$ cat src/rtl/sobel_kernel.sv
// sobel_kernel: streaming 3x3 Sobel edge magnitude over a column-fed window, fixed 2-cycle latency.
// Defining SOBEL_THRESH_EN binarises pix_out against THRESH (255 at/above, 0 below).
module sobel_kernel #(
    parameter logic [7:0] THRESH = 8'd64
) (
    input  logic       clk,
    input  logic       rst,
    input  logic       line_start,
    input  logic       col_valid,
    input  logic [7:0] px_top,
    input  logic [7:0] px_mid,
    input  logic [7:0] px_bot,
    output logic [7:0] pix_out,
    output logic       pix_valid,
    output logic [6:0] out_col
);

`ifdef SOBEL_THRESH_EN
    localparam logic THRESH_EN = 1'b1;
`else
    localparam logic THRESH_EN = 1'b0;
`endif

    function automatic logic [10:0] f_wsum(input logic [7:0] a, input logic [7:0] m, input logic [7:0] b);
        return {3'b000, a} + {2'b00, m, 1'b0} + {3'b000, b};
    endfunction

    function automatic logic [10:0] f_abs(input logic [10:0] v);
        return v[10] ? (11'd0 - v) : v;
    endfunction

    // Columns are packed {t, m, b}; c0 is the oldest column of the window.
    logic [23:0] r_c0, r_c1, r_c2;
    logic [1:0]  r_fill;
    logic [6:0]  r_col_cnt;
    logic [6:0]  r_win_col;
    logic        r_win_valid;

    logic [10:0] w_gx, w_gy, w_gx_abs, w_gy_abs;
    logic [11:0] w_mag;
    logic [7:0]  w_sat, w_pix;

    // Window shift, per-line fill tracking and output column numbering.
    always_ff @(posedge clk or negedge rst) begin
        if (!rst) begin
            r_c0        <= 24'd0;
            r_c1        <= 24'd0;
            r_c2        <= 24'd0;
            r_fill      <= 2'd0;
            r_col_cnt   <= 7'd0;
            r_win_col   <= 7'd0;
            r_win_valid <= 1'b0;
        end else begin
            r_win_valid <= 1'b0;
            if (col_valid) begin
                r_c0 <= r_c1;
                r_c1 <= r_c2;
                r_c2 <= {px_top, px_mid, px_bot};
            end
            if (line_start) begin
                r_col_cnt <= 7'd0;
                r_fill    <= col_valid ? 2'd1 : 2'd0;
            end else if (col_valid) begin
                if (r_fill == 2'd2) begin
                    r_win_valid <= 1'b1;
                    r_win_col   <= r_col_cnt + 7'd1;
                    r_col_cnt   <= r_col_cnt + 7'd1;
                end else begin
                    r_fill <= r_fill + 2'd1;
                end
            end
        end
    end

    // Gradients, magnitude, saturation and optional binarisation of the current window.
    always_comb begin
        w_gx     = f_wsum(r_c2[23:16], r_c2[15:8], r_c2[7:0]) - f_wsum(r_c0[23:16], r_c0[15:8], r_c0[7:0]);
        w_gy     = f_wsum(r_c0[23:16], r_c1[23:16], r_c2[23:16]) - f_wsum(r_c0[7:0], r_c1[7:0], r_c2[7:0]);
        w_gx_abs = f_abs(w_gx);
        w_gy_abs = f_abs(w_gy);
        w_mag    = {1'b0, w_gx_abs} + {1'b0, w_gy_abs};
        if (w_mag > 12'd255) begin
            w_sat = 8'hFF;
        end else begin
            w_sat = w_mag[7:0];
        end
        if (THRESH_EN) begin
            if (w_sat >= THRESH) begin
                w_pix = 8'hFF;
            end else begin
                w_pix = 8'h00;
            end
        end else begin
            w_pix = w_sat;
        end
    end

    // Output register; a result already in flight keeps its own column index across line_start.
    always_ff @(posedge clk or negedge rst) begin
        if (!rst) begin
            pix_out   <= 8'd0;
            pix_valid <= 1'b0;
            out_col   <= 7'd0;
        end else if (r_win_valid) begin
            pix_out   <= w_pix;
            pix_valid <= 1'b1;
            out_col   <= r_win_col;
        end else begin
            pix_valid <= 1'b0;
            if (line_start) begin
                out_col <= 7'd0;
            end
        end
    end

endmodule

$ cat config.mk
export PLATFORM = sky130hd
export DESIGN_NAME = sobel_kernel
export DESIGN_NICKNAME = d
export VERILOG_FILES = /design/src/rtl/sobel_kernel.sv
export SDC_FILE = /design/constraint.sdc
export NUM_CORES = 1
export LEC_CHECK = 0
export BUFFER_PORTS_ARGS = -buffer_cell sky130_fd_sc_hd__buf_2
export CAP_MARGIN = 20
export CORE_MARGIN = 3
export CORE_UTILIZATION = 60
export CTS_BUF_LIST = sky130_fd_sc_hd__clkbuf_16
export CTS_CLUSTER_DIAMETER = 100
export DETAILED_ROUTE_END_ITERATION = 16
export GPL_TIMING_DRIVEN = 0
export PLACE_DENSITY = 0.79
export RECOVER_POWER = 100
export SYNTH_ARGS = -nofsm -noshare
export SYNTH_HDL_FRONTEND = slang
export SYNTH_SLANG_ARGS = --single-unit
$ cat constraint.sdc
create_clock -name clk -period 8 [get_ports clk]
set_clock_uncertainty 0.15 [all_clocks]
set_input_delay 0.8 -clock clk [delete_from_list [all_inputs] [get_ports clk]]
set_output_delay 0.8 -clock clk [all_outputs]
set_load 0.02 [all_outputs]
==> impl_metrics.env, run 1 <==
export IMPL_synth_seq_cells=105
export IMPL_hold_class="register to register"
export IMPL_tightest_slew_ps=3290
export IMPL_fill_cells=907
export IMPL_critPathSlowestCell="fa_1"
export IMPL_cts_tree="built"
export IMPL_outcome="finished with violations"
export IMPL_crit_path_frequent_cell="fa_1"
export IMPL_wl_per_cell_um=16.7
export IMPL_port_buffers=42
export IMPL_h_tree_depth=3
export IMPL_post_cts_resized=0
export IMPL_vias_per_cell=5.59
export IMPL_area_growth_pct=9.19
export IMPL_syn_avg_cell_area_sq_um=10.0
export IMPL_startpoint_type="register"
export IMPL_fmax_mhz=154
export IMPL_synth_cells=720
export IMPL_min_to="pix_valid"
export IMPL_path_delay_family="adder cells"
export IMPL_die_w_um=116
export IMPL_first_iter_violations=251
export IMPL_grt_max_degree=65
export IMPL_die_h_um=116
export IMPL_yosysSeqAreaShare_pct=36.4
export IMPL_hold_ws_ps=224
export IMPL_r2r_slack_ps=1490
export IMPL_drive_above_1_share_pct=9.11
export IMPL_synth_warnings=0
export IMPL_clk_insertion_delay_late_ps=360
export IMPL_cap_violations=2
export IMPL_met2_usage_pct=44.0
export IMPL_dpl_hpwl_um=11600
export IMPL_grt_util_met3_pct=4.70
export IMPL_netlist_area_leader_share_pct=36.4
export IMPL_num_vias=5150
export IMPL_synth_nets=850
export IMPL_final_area_sq_um=7880
export IMPL_multi_input_area_sq_um=3990
export IMPL_syn_area_sq_um=7220
export IMPL_path_class="register to register"
export IMPL_crit_path_max_fanout=9
export IMPL_setup_violations=0
export IMPL_rows=39
export IMPL_grt_pass1_wl_um=26300
export IMPL_clkTransAtPathRegs_ps=70
export IMPL_finalCritPeriodShare_pct=81.4
export IMPL_fin_nets=904
export IMPL_rsz0062_at_grt="false"
export IMPL_critPathArrivalTime_ps=6670
export IMPL_async_reset_ff_share_pct=100
export IMPL_violations="max-capacitance violations, max-slew violations"
export IMPL_grt_pass1_vias=5492
export IMPL_drc=0
export IMPL_yosys_area_top_type="dfrtp_1"
export IMPL_regArea_sq_um=2630
export IMPL_drt_wl_total_um=15400
export IMPL_reg2reg_from="r_c0[19]"
export IMPL_yosysMostFrequentCell="inv_1"
export IMPL_cts_hold_buf=0
export IMPL_cts_max_path_buffers=2
export IMPL_final_hold_violation_count=0
export IMPL_hold_depth=0
export IMPL_met1_usage_pct=33.4
export IMPL_gr_usage_all_layers_pct=25.7
export IMPL_r2r_end="pix_out[0]"
export IMPL_slowest_delay_ps=560
export IMPL_synthFlopType="dfrtp_1"
export IMPL_post_dp_cell_area_sq_um=7640
export IMPL_core_area_sq_um=11600
export IMPL_first_pass_iters=4
export IMPL_reg2reg_depth=20
export IMPL_synthTopCellsByArea="dfrtp_1 (36%), fa_1 (17%), inv_1 (7.0%)"
export IMPL_cts_buffers=9
export IMPL_io_pins=44
export IMPL_place_congestion=0.900
export IMPL_layout_min_cycle_time_ps=6510
export IMPL_synthTopCellsByCount="inv_1 (134), dfrtp_1 (105), nand2_1 (78)"
export IMPL_max_slew_margin_rel_pct=-120
export IMPL_synth_distinct_cells=55
export IMPL_antenna_found_initial=0
export IMPL_cts_setup_buffers=0
export IMPL_crit_required_ps=8160
export IMPL_busiest_layer="met2"
export IMPL_drtAntennaViolNets=0
export IMPL_fin_tns_setup_ps=0
export IMPL_endpoint_kind="register"
export IMPL_grt_overflow=0
export IMPL_antenna_cells=0
export IMPL_cp_num_buf_inv=3
export IMPL_die_area_sq_um=13400
export IMPL_hp_start="r_win_valid"
export IMPL_slew_viol_final=108
export IMPL_start_util_pct=62.4
export IMPL_path_cells="inv_1 -> fa_1 -> fa_1 -> inv_1 -> fa_1 -> inv_1 -> ha_1 -> or2_0 -> a41o_1 -> o221a_2 -> o21ai_4 -> nand2_1 -> mux2_1 -> fa_1 -> a211oi_1 -> or3_1 -> o221ai_1 -> mux2i_1 -> o2111ai_1 -> o22a_1"
export IMPL_synth_edf_count=0
export IMPL_cts_root_buf="clkbuf_16"
export IMPL_clock_sinks=105
cells in the final DEF (no fill, tap or decap), types with 2 or more instances in the layout:
| master | instances |
|---|---|
| nand3_1 | 13 |
| nor3b_1 | 4 |
| mux2_1 | 2 |
| nor2_1 | 32 |
| a2111oi_0 | 2 |
| nand2_1 | 78 |
| a21oi_1 | 15 |
| o21ai_0 | 62 |
| or3_1 | 3 |
| o2111a_1 | 2 |
| o21a_1 | 2 |
| dfrtp_1 | 105 |
| nor4b_1 | 2 |
| nand4b_1 | 2 |
| o21ai_1 | 4 |
| o22a_1 | 8 |
| clkinv_4 | 2 |
| clkbuf_16 | 9 |
| o311ai_1 | 3 |
| a31oi_1 | 5 |
| ha_1 | 39 |
| or2_2 | 2 |
| clkbuf_1 | 36 |
| inv_1 | 134 |
| mux2_2 | 24 |
| o211ai_1 | 5 |
| fa_1 | 63 |
| a21o_1 | 7 |
| clkinv_1 | 2 |
| xor2_1 | 24 |
| nand3b_1 | 2 |
| a22o_1 | 7 |
| xnor2_1 | 18 |
| nor3_1 | 3 |
| nand2b_1 | 5 |
| a211oi_1 | 3 |
| buf_2 | 25 |
per-layer routing:
| metal | part of all wire [%] | vias up |
|---|---|---|
| li1 | - | 2441 |
| met1 | 44 | 2562 |
| met2 | 50 | 116 |
| met3 | 3.9 | 31 |
| met4 | 2.1 | 0 |
| met5 | 0 | - |
logic make-up (layout without fill, tap and decap cells):
logic type / count (synthesis) / after routing / synth area share [%]
adder cells (fa/ha/maj): 102 / 102 / 24.2
AND/OR/NAND/NOR: 155 / 155 / 9.72
XOR/XNOR: 42 / 42 / 5.10
multiplexers: 27 / 27 / 4.19
AO/OA/AOI/OAI: 135 / 135 / 12.3
flip-flops: 105 / 105 / 36.4
buffers and inverters: 154 / 213 / 8.11
through the flow:
step,instances,setup WS (ps),util (%)
after global placement,905,1800,65.8
after floorplan,720,2220,-
after global routing,922,1080,68.2
after CTS,922,1650,68.8
final,922,1490,68.2
after detailed placement,906,1740,66.1
state kept, by name (all words and copies together), names as in the netlist:
| name | count |
|---|---|
| r_c0 | 24 |
| r_c1 | 24 |
| r_c2 | 24 |
| pix_out | 8 |
| out_col | 7 |
| r_col_cnt | 7 |
| r_win_col | 7 |
| r_fill | 2 |
| pix_valid | 1 |
| r_win_valid | 1 |
worst max-delay path by stage:
stage / start / end / slack, ps / depth (start not counted)
floorplan: r_c0[19] / pix_out[0] / 2220 / 20
global placement: r_c0[3] / pix_out[2] / 1800 / 20
detailed placement: r_c0[3] / pix_out[0] / 1740 / 20
CTS: r_c0[3] / pix_out[0] / 1650 / 20
global route: r_c0[3] / pix_out[3] / 1080 / 20
finish: r_c0[19] / pix_out[0] / 1490 / 20
layout make-up:
| class | count | area share, % |
|---|---|---|
| tap | 143 | 2.27 |
| inverter | 135 | 6.43 |
| timing repair buffer | 43 | 2.44 |
| multi-input combinational | 461 | 50.6 |
| sequential | 105 | 33.3 |
| clock inverter | 7 | 1.11 |
| buffer | 19 | 1.00 |
| clock buffer | 9 | 2.86 |
Power of run 1 is left out: the tool's default activity adds up to more than one toggle a clock period on the data nets, which glitch-free logic cannot reach.
==> run 2, diff against run 1 <==
- CORE_UTILIZATION: 60 -> 56
- PLACE_DENSITY: 0.79 -> 0.77
- clock period: 8 -> 5.7 ns (I/O delays scaled with it)
==> run 2 against run 1 <==
Net effect: via count grew 3.5%; register-to-register slack lost 1500 ps; critical endpoint is now pix_out[2]; non-clock buffer count grew 19; first-iteration DRC count shrank 18%; flip-flop and latch count is the same; the run ends with max-capacitance violations, max-slew violations, negative setup slack left; routed wire length grew 7.2%; die area grew 6.8%; critical path depth shrank 2; fmax grew 13%.
==> impl_metrics.env, run 2 (same netlist as run 1, synthesis figures left out) <==
export IMPL_cap_violations=2
export IMPL_reg2reg_depth=18
export IMPL_fill_cells=932
export IMPL_start_util_pct=58.6
export IMPL_tightest_slew_ps=2870
export IMPL_critPathArrivalTime_ps=5860
export IMPL_path_class="register to register"
export IMPL_grt_util_met3_pct=5.00
export IMPL_gr_usage_all_layers_pct=24.3
export IMPL_fmax_mhz=174
export IMPL_first_iter_violations=207
export IMPL_die_w_um=120
export IMPL_cp_num_buf_inv=1
export IMPL_fin_nets=923
export IMPL_first_pass_iters=4
export IMPL_regArea_sq_um=2630
export IMPL_critPathSlowestCell="fa_1"
export IMPL_cts_hold_buf=0
export IMPL_crit_required_ps=5800
export IMPL_outcome="finished with violations"
export IMPL_finalCritPeriodShare_pct=101
export IMPL_cts_buffers=9
export IMPL_clock_sinks=105
export IMPL_place_congestion=0.882
export IMPL_wl_per_cell_um=17.1
export IMPL_area_growth_pct=15.6
export IMPL_grt_pass1_vias=5677
export IMPL_grt_pass1_wl_um=27400
export IMPL_cts_root_buf="clkbuf_16"
export IMPL_final_hold_violation_count=0
export IMPL_grt_max_degree=68
export IMPL_startpoint_type="register"
export IMPL_multi_input_area_sq_um=4250
export IMPL_num_vias=5329
export IMPL_core_area_sq_um=12300
export IMPL_dpl_hpwl_um=11900
export IMPL_r2r_end="pix_out[2]"
export IMPL_post_route_util_pct=67.8
export IMPL_drt_wl_total_um=16500
export IMPL_rows=40
export IMPL_drc=0
export IMPL_reg_largest_list="r_c0 (24), r_c1 (24), r_c2 (24)"
export IMPL_critPathLaunch="r_c2[9]"
export IMPL_die_h_um=120
export IMPL_vias_per_cell=5.52
export IMPL_r2r_slack_ps=-50
export IMPL_slew_viol_final=108
export IMPL_rsz0062_at_grt="true"
export IMPL_endpoint_kind="register"
export IMPL_port_buffers=42
export IMPL_cts_max_path_buffers=2
export IMPL_drive_above_1_share_pct=17.7
export IMPL_antenna_cells=0
export IMPL_slowest_delay_ps=580
export IMPL_antenna_found_initial=0
export IMPL_path_delay_family="adder cells"
export IMPL_h_tree_depth=3
export IMPL_clk_insertion_delay_late_ps=360
export IMPL_clkTransAtPathRegs_ps=70
export IMPL_path_depth=18
export IMPL_mostFrequentLayoutCell="inv_1"
export IMPL_die_area_sq_um=14300
export IMPL_path_cells="fa_1 -> fa_1 -> fa_1 -> ha_1 -> a211o_1 -> a41o_1 -> o221a_4 -> o21ai_4 -> buf_6 -> nand3b_1 -> xor2_1 -> ha_1 -> a211oi_4 -> or3_4 -> o221ai_4 -> mux2i_2 -> o2111ai_4 -> o22a_1"
export IMPL_reg2reg_from="r_c2[9]"
export IMPL_setup_slack_ps=-54.0
export IMPL_crit_path_max_fanout=8
export IMPL_hold_class="register to register"
export IMPL_grt_overflow=0
export IMPL_final_cell_mix="inv_1 (117), dfrtp_1 (103), nand2_1 (77)"
export IMPL_cts_tree="built"
export IMPL_violations="max-capacitance violations, max-slew violations, negative setup slack"
export IMPL_met1_usage_pct=30.5
export IMPL_setup_violations=8
export IMPL_io_pins=44
export IMPL_met2_usage_pct=41.9
export IMPL_layout_min_cycle_time_ps=5750
export IMPL_busiest_layer="met2"
export IMPL_drtAntennaViolNets=0
export IMPL_max_slew_margin_rel_pct=-91.3
export IMPL_crit_path_frequent_cell="fa_1"
export IMPL_hold_ws_ps=247
export IMPL_endpoint="pix_out[2]"
run 2: cell types whose count changed in the layout (fill, tap and decap cells not counted), moves of 3 or more:
cell      delta
a211oi_1     -3
ha_1         -8
inv_1       -17
o21ai_1      -4
buf_4       +18
ha_2         +3
o21ai_2      +4
ha_4         +5
inv_2       +17
run 2: layer usage:
metal | up-vias | routed length, um
li1 | 2475 | -
met1 | 2697 | 6870
met2 | 128 | 8570
met3 | 29 | 727
met4 | 0 | 332
met5 | - | 0
run 2: stage by stage:
stage	cell area, sq um	TNS (ps)	cells	worst slack (ps)
finish	8340	-374	965	-54.0
global route	8340	-2090	965	-235
CTS	8180	0	958	4.24
detailed placement	7670	-3680	931	-468
global placement	7640	-3130	930	-395
floorplan	7220	0	720	4.20
run 2: worst min-delay path by stage:
stage | cells past startpoint | from | endpoint | slack, ps
after floorplan | 0 | rst | out_col[0] | 120
after global placement | 0 | r_win_valid | pix_valid | 210
after detailed placement | 0 | r_win_valid | pix_valid | 220
after CTS | 1 | rst | r_c0[1] | 40
after global routing | 0 | r_win_valid | pix_valid | 260
final | 0 | r_win_valid | pix_valid | 250
run 2: layout make-up:
cell class              instances  share of cell area (%)
plain buffers                  19                   0.945
clock buffers                   9                    2.70
inverters                     135                    6.07
repair buffers                 62                    4.17
clock inverters                 6                    1.11
flip-flops and latches        105                    31.5
multi-input cells             461                    51.0
well taps                     168                    2.52
run 2: what timing repair did:
| action | CTS | global route |
|---|---|---|
| resized for setup | 26 | 37 |
| pin swaps | 27 | 27 |
| buffers inserted | 12 | 7 |
| cloned | 0 | 0 |
| endpoints found under the setup margin | 8 | 8 |
Power of run 2 is left out for the same reason.
==> run 3, diff against run 2 <==
- CORE_UTILIZATION: 56 -> 60
- PLACE_DENSITY: 0.77 -> 0.79
- SKIP_LAST_GASP: default -> 1
- clock period: 5.7 -> 5.9 ns (I/O delays scaled with it)
==> run 3 against run 2 <==
Net effect: the run ends with max-capacitance violations, max-slew violations left; register-to-register slack improved by 150 ps; non-clock buffer count decreased by 5; cell count decreased by 3.0%; global-route usage increased by 1.5 points; fmax decreased by 0.91%; count of clock-buffer cells in the layout unchanged; critical path type unchanged.
==> impl_metrics.env, run 3 (same netlist as run 1, synthesis figures left out) <==
export IMPL_layout_min_cycle_time_ps=5810
export IMPL_final_cell_mix="inv_1 (122), dfrtp_1 (104), nand2_1 (77)"
export IMPL_gr_usage_all_layers_pct=25.9
export IMPL_violations="max-capacitance violations, max-slew violations"
export IMPL_io_pins=44
export IMPL_dp_slack_ps=-361
export IMPL_met1_length_um=6820
export IMPL_die_w_um=116
export IMPL_antenna_found_initial=0
export IMPL_vias_per_cell=5.68
export IMPL_crit_path_max_fanout=8
export IMPL_drc=0
export IMPL_path_cells="inv_1 -> fa_1 -> inv_1 -> fa_1 -> fa_1 -> ha_1 -> inv_1 -> fa_1 -> nand2b_1 -> a21oi_1 -> xor2_1 -> nor3_1 -> a31oi_1 -> xnor2_1 -> ha_1 -> a21o_1 -> nor2_1 -> o221ai_2 -> mux2i_2 -> o2111ai_4 -> o22a_1"
export IMPL_slew_viol_final=108
export IMPL_first_iter_violations=284
export IMPL_die_h_um=116
export IMPL_cts_max_path_buffers=2
export IMPL_final_hold_violation_count=0
export IMPL_path_delay_family="adder cells"
export IMPL_h_tree_depth=3
export IMPL_max_slew_margin_rel_pct=-83.6
export IMPL_first_pass_iters=5
export IMPL_crit_required_ps=6010
export IMPL_drtAntennaViolNets=0
export IMPL_grt_max_degree=65
export IMPL_start_util_pct=62.4
export IMPL_clk_insertion_delay_late_ps=370
export IMPL_critPathSlowestCell="fa_1"
export IMPL_routed_top_layer="met4"
export IMPL_cts_buffers=9
export IMPL_finalCritPeriodShare_pct=98.4
export IMPL_fill_cells=845
export IMPL_drive_above_1_share_pct=15.9
export IMPL_place_congestion=0.900
export IMPL_wl_met3_um=743
export IMPL_setup_slack_ps=93.1
export IMPL_startpoint_type="register"
export IMPL_clkTransAtPathRegs_ps=70
export IMPL_path_class="register to register"
export IMPL_tightest_slew_ps=2750
export IMPL_met2WireLength_um=8330
export IMPL_clock_sinks=105
export IMPL_dpl_hpwl_um=11600
export IMPL_grt_pass1_wl_um=26500
export IMPL_core_area_sq_um=11600
export IMPL_fin_nets=918
export IMPL_endpoint_kind="register"
export IMPL_die_area_sq_um=13400
export IMPL_cap_violations=2
export IMPL_slowest_delay_ps=520
export IMPL_cp_num_buf_inv=3
export IMPL_grt_overflow=0
export IMPL_area_growth_pct=14.4
export IMPL_hold_class="register to register"
export IMPL_drt_wl_total_um=16300
export IMPL_port_buffers=42
export IMPL_setup_violations=0
export IMPL_rsz0062_at_grt="true"
export IMPL_mostFrequentLayoutCell="inv_1"
export IMPL_grt_pass1_vias=5527
export IMPL_wl_per_cell_um=17.4
export IMPL_cts_tree="built"
export IMPL_cts_root_buf="clkbuf_16"
export IMPL_num_vias=5316
export IMPL_rows=39
export IMPL_crit_path_frequent_cell="fa_1"
export IMPL_outcome="finished with violations"
export IMPL_reg_largest_list="r_c0 (24), r_c1 (24), r_c2 (24)"
export IMPL_critPathArrivalTime_ps=5910
export IMPL_fmax_mhz=172
export IMPL_antenna_cells=0
## run 3: path summary, 6_finish.rpt
| kind | from | to | slack (ps) | cells after the start |
|---|---|---|---|---|
| hold reg to reg | r_win_valid | pix_valid | 220 | 0 |
| setup / recovery | r_c0[16] | pix_out[0] | 90 | 21 |
| min in group asynchronous | rst | r_c0[1] | 720 | 1 |
| hold / removal | r_win_valid | pix_valid | 220 | 0 |
| max in group asynchronous | rst | r_c2[23] | 1010 | 2 |
| setup reg to reg | r_c0[16] | pix_out[0] | 90 | 21 |
## run 3: layout make-up
| type | count | area (sq um) | share of cell area [%] |
|---|---|---|---|
| Buffer | 19 | 78.8 | 0.955 |
| Clock buffer | 9 | 225 | 2.73 |
| Clock inverter | 7 | 87.6 | 1.06 |
| Inverter | 135 | 507 | 6.14 |
| Multi-Input combinational cell | 461 | 4240 | 51.4 |
| Sequential cell | 105 | 2630 | 31.8 |
| Tap cell | 143 | 179 | 2.17 |
| Timing Repair Buffer | 57 | 310 | 3.76 |
## run 3: per-stage QoR
step                utilization [%]  area (sq um)  setup TNS (ps)  hold slack (ps)  instances
global placement               65.8          7610           -2390              208        905
CTS                            69.3          8020               0             70.8        925
detailed placement             66.1          7640           -2800              207        906
global route                   71.4          8260           -1680              240        936
finish                         71.4          8260               0              224        936
floorplan                         -          7220               0              144        720
## run 3: repair_timing
| action | CTS | global route |
|---|---|---|
| resized for setup | 10 | 44 |
| pin swaps | 10 | 44 |
| setup buffers | 3 | 11 |
| setup endpoints to repair | 8 | 8 |
| hold buffers | 0 | 0 |
## run 3: routing by layer
metal  vias up  track usage [%]
met3        33             4.75
met5         -                0
met4         0             8.51
li1       2474                -
met2       124             44.6
met1      2685             33.4
Power of run 3 is left out for the same reason.
